**config.mk**
```make
export PLATFORM = sky130hd
export DESIGN_NAME = pipe_stage_skid
export DESIGN_NICKNAME = d
export VERILOG_FILES = /design/src/rtl/pipe_stage_skid.sv
export SDC_FILE = /design/constraint.sdc
export NUM_CORES = 1
export LEC_CHECK = 0
export CORE_MARGIN = 2
export CORE_UTILIZATION = 45
export DETAILED_ROUTE_END_ITERATION = 10
export PLACE_DENSITY = 0.82
export SETUP_SLACK_MARGIN = 0.2
export SLEW_MARGIN = 20
export SYNTH_ARGS = -nofsm -noshare
export SYNTH_HDL_FRONTEND = slang
export SYNTH_SLANG_ARGS = --single-unit
```
**constraint.sdc**
```tcl
create_clock -name clk -period 1.6 [get_ports clk]
set_clock_uncertainty 0.15 [all_clocks]
set_input_delay 0.32 -clock clk [delete_from_list [all_inputs] [get_ports clk]]
set_output_delay 0.32 -clock clk [all_outputs]
set_load 0.01 [all_outputs]
```
**src/rtl/pipe_stage_skid.sv**
```systemverilog
// Pipeline-stage register between two datapath stages (ID/EX, EX/MEM, MEM/WB).
// A beat carries a control bundle, three register indices and NUM_DATA data words.
// Upstream and downstream use a valid/ready handshake. With SKID_EN=1 a second
// (skid) entry lets in_ready come straight from a register, so there is no
// combinational path from out_ready. When no beat is presented, out_ctrl reads
// as zero, so downstream stages see a NOP bubble.
module pipe_stage_skid #(
  parameter int DATA_W   = 32,
  parameter int NUM_DATA = 3,
  parameter int REG_W    = 5,
  parameter int CTRL_W   = 8,
  parameter int SKID_EN  = 1
) (
  input  logic                       clk,
  input  logic                       rst_n,
  input  logic                       flush,
  input  logic                       in_valid,
  output logic                       in_ready,
  input  logic [CTRL_W-1:0]          in_ctrl,
  input  logic [REG_W-1:0]           in_rs,
  input  logic [REG_W-1:0]           in_rt,
  input  logic [REG_W-1:0]           in_rd,
  input  logic [NUM_DATA*DATA_W-1:0] in_data,
  output logic                       out_valid,
  input  logic                       out_ready,
  output logic [CTRL_W-1:0]          out_ctrl,
  output logic [REG_W-1:0]           out_rs,
  output logic [REG_W-1:0]           out_rt,
  output logic [REG_W-1:0]           out_rd,
  output logic [NUM_DATA*DATA_W-1:0] out_data,
  output logic [1:0]                 occupancy
);

  localparam int DW     = NUM_DATA * DATA_W;
  localparam int BEAT_W = CTRL_W + 3 * REG_W + DW;

  // The state encoding doubles as the occupancy count.
  typedef enum logic [1:0] {
    EMPTY = 2'd0,
    BUSY  = 2'd1,
    FULL  = 2'd2
  } state_t;

  state_t            state;
  logic              alive;
  logic [BEAT_W-1:0] main_q;
  logic [BEAT_W-1:0] skid_q;
  logic [BEAT_W-1:0] in_beat;
  logic              in_fire;
  logic              out_fire;

  // A beat is packed as {ctrl, rs, rt, rd, data}.
  assign in_beat   = {in_ctrl, in_rs, in_rt, in_rd, in_data};
  assign out_valid = (state != EMPTY);
  assign in_fire   = in_valid & in_ready;
  assign out_fire  = out_valid & out_ready;
  assign occupancy = state;

  // The main entry always drives the outputs. Control is masked so that a bubble is a NOP.
  assign out_ctrl = out_valid ? main_q[DW + 3*REG_W +: CTRL_W] : '0;
  assign out_rs   = main_q[DW + 2*REG_W +: REG_W];
  assign out_rt   = main_q[DW + REG_W +: REG_W];
  assign out_rd   = main_q[DW +: REG_W];
  assign out_data = main_q[DW-1:0];

  // With a skid entry, ready is purely a function of registered state.
  // Without one, ready looks through to out_ready.
  // The alive flag holds ready low during the cycle that follows a reset edge.
  generate
    if (SKID_EN != 0) begin : g_skid_ready
      assign in_ready = alive & (state != FULL);
    end else begin : g_comb_ready
      assign in_ready = alive & (out_ready | ~out_valid);
    end
  endgenerate

  // Handshake FSM: moves beats into main/skid and retires them. Reset outranks flush.
  always_ff @(posedge clk) begin
    if (!rst_n) begin
      state  <= EMPTY;
      alive  <= 1'b0;
      main_q <= '0;
      skid_q <= '0;
    end else begin
      alive <= 1'b1;
      if (flush) begin
        state <= EMPTY;
      end else begin
        case (state)
          EMPTY: begin
            if (in_fire) begin
              main_q <= in_beat;
              state  <= BUSY;
            end
          end
          BUSY: begin
            if (in_fire && out_fire) begin
              main_q <= in_beat;
            end else if (in_fire && (SKID_EN != 0)) begin
              skid_q <= in_beat;
              state  <= FULL;
            end else if (out_fire) begin
              state <= EMPTY;
            end
          end
          FULL: begin
            if (out_fire) begin
              main_q <= skid_q;
              state  <= BUSY;
            end
          end
          default: state <= EMPTY;
        endcase
      end
    end
  end

endmodule

```
==> summary.txt <==
Floorplanning
  – Die area: 24100 sq um
  – Die Width: 155 microns
  – Ports: 247
  – Initial Util: 0.456
  – Rows: 55
  – Core Area: 22600 sq um
  – Die height: 155 microns

Global routing
  – Largest net degree at the start of global routing: 50
  – Initial antenna violation count: 5
  – Global Route Usage Sum: 0.214
  – First-pass GRT wire length: 42.0 mm
  – Number of global-route vias before repair: 8139
  – Gr ovfl total: 0

Synth
  – Syn Nets: 1308
  – Count of cell types in the netlist: 23
  – Mapped Area: 10300 sq um
  – Synthesized instance count: 1184
  – Avg Cell Area, Syn: 8.69 sq um
  – Sequential cell area fraction in the yosys report: 0.469
  – Synth warnings: 0
  – Register bit count reported by yosys: 241

Hold path
  – Worst hold path type: in -> reg

STA
  – RSZ-0062 raised after global routing: yes
  – Crit path time final: 2.05 ns
  – Worst rel slew slack: 0.796
  – Max frequency: 0.489 GHz
  – Post-route setup slack: -0.446 ns
  – Slew Limit Fails: 0
  – Period utilization: 1.28
  – Slew @ Worst Pin: 0.306 ns
  – Final hold vios: 0
  – Setup violators final: 251

Detailed routing
  – Drt wl/cell: 20.4 microns
  – Final ANT Viol Nets: 0
  – Detailed router's first-iteration violation count: 533
  – # DRC: 0
  – WL final: 35.1 mm
  – Vias per Instance: 5.48
  – Vias: 9410
  – Drt first pass iters: 5

Placement
  – Port-buffer cells: 246
  – Dpl cells: 1569
  – Placed inst area: 12600 sq um
  – Post-DP HPWL: 17.3 mm
  – Gpl congestion: 0.794

Cells and area
  – Syn-to-layout area delta: 59.3%
  – Register area: 4970 sq um
  – Final Instance Area: 16400 sq um
  – Filler instances: 1424
  – Area occupied by multi-input gates: 5270 sq um
  – Utilization after layout: 0.726
  – Final nets: 1534
  – Fin cells: 1716
  – Most frequent cells in the layout: 177 x nand2_1, 133 x buf_6, 129 x dfxtp_1
  – Share of cells above drive strength 1: 0.448
  – Leading cell type in the layout, fill and taps excluded: nand2_1

Critical path
  – CP max FO: 16
  – Worst Path Arrival: 2.29 ns
  – Crit path capture type: flip-flop
  – Critical path required time: 1.84 ns
  – Critical path type: reg -> reg
  – Type of origin of the critical path: flip-flop

Outcome
  – Failing checks: negative setup slack
  – Status: finished with violations

Power
  – Pwr per Cell Area: 853 nW/um^2
  – Leak: 0.00704 uW
  – VDD IR-drop max: 619 uV

Run
  – Max Cap Violations: 0

Clock tree
  – Clock Tree Root: clkbuf_16
  – H-tree depth: 1
  – CTS buffer count: 25
  – TritonCTS clock tree: built
  – Clock sinks: 241
  – Clk buf depth: 3
  – Clock transition at the registers of the reported paths: 0.06 ns
  – Clock latency on the worst-skew pair: 0.51 ns
## final cells by class
cell class	instances	area share
diodes	4	0.000611
well taps	285	0.0218
multi-input cells	739	0.321
repair buffers	401	0.304
flip-flops and latches	241	0.303
inverters	2	0.000763
clock buffers	34	0.0421
clock inverters	10	0.00664
## synthesized netlist by cell type (all sizes together)
master	number	area (sq um)
nor3	1	5.00
and2	1	6.26
a21oi	120	601
nor2b	9	56.3
nor2	114	428
inv	2	7.50
nand2	246	923
a211oi	113	848
dfxtp	241	4820
mux2i	120	1200
buf	166	1110
o211a	6	60.1
clkbuf	37	139
nand2b	1	6.26
nand3b	1	7.51
nand4bb	1	11.3
and3b	2	17.5
a2111oi	1	8.76
o41ai	1	16.3
o22a	1	8.76
## cells by family (layout without fill, tap and decap cells)
group | Yosys count | in the layout | share of synthesized area
AOI/OAI and AO/OA | 242 | 242 | 0.150
buffers and inverters | 205 | 447 | 0.122
DFF | 241 | 241 | 0.469
muxes | 120 | 120 | 0.117
other | 0 | 4 | 0
and+or+nand+nor | 376 | 377 | 0.142
## worst paths after layout
check	from	slack (ns)	cells after the start	to
max reg2reg	occupancy[1]$_SDFFE_PP0P_	-0.45	8	main_q[50]$_SDFFE_PN0P_
max	occupancy[1]$_SDFFE_PP0P_	-0.45	8	main_q[50]$_SDFFE_PN0P_
min reg2reg	skid_q[34]$_SDFFE_PN0P_	0.30	2	skid_q[34]$_SDFFE_PN0P_
min	in_data[54]	0.23	3	skid_q[54]$_SDFFE_PN0P_
## routing by layer
| metal | GRT usage | wire length, microns | vias up | part of all wire |
|---|---|---|---|---|
| li1 | - | - | 4381 | - |
| met1 | 0.256 | 13700 | 4580 | 0.39 |
| met5 | 0 | 11 | - | 0.00031 |
| met3 | 0.0426 | 1990 | 98 | 0.057 |
| met2 | 0.381 | 17900 | 349 | 0.51 |
| met4 | 0.0747 | 1470 | 2 | 0.042 |
## state kept, by name, indices dropped and copies added, names as in the netlist
| name | count |
|---|---|
| main_q | 119 |
| skid_q | 119 |
| occupancy | 2 |
| alive | 1 |
## worst max-delay path, cell delays in order, from the launching register on
cell	delay [ns]
dfxtp_4	0.35
buf_8	0.13
o41ai_4	0.36
buf_6	0.17
buf_4	0.12
buf_12	0.13
buf_12	0.15
nor2_1	0.06
a211oi_1	0.29
## power by group
part,internal [uW],leakage [uW],total (uW),switching [uW]
Combinational,1040,0.00464,1860,821
Clock,3340,0.000389,5780,2440
Sequential,6200,0.00200,6340,139
## what timing repair did
action,4_1_cts,5_1_grt
setup buffers,22,36
gates cloned,9,32
endpoints found under the setup margin,363,363
pin swaps,19,158
resized for setup,772,292
hold buffers,0,0
## through the flow
step | setup WS [ns] | TNS, ns | hold WS [ns] | total power [uW]
6_report | -0.446 | -60.56 | 0.234 | 14000
2_1_floorplan | -0.0468 | -5.01 | 0.198 | 7150
3_3_place_gp | -0.661 | -125.60 | 0.288 | 7750
5_1_grt | -0.550 | -71.79 | 0.230 | 14400
3_5_place_dp | -0.726 | -130.86 | 0.295 | 7780
4_1_cts | -0.294 | -42.22 | 0.207 | 13700
No activity file was read; power rests on OpenSTA's default activity.
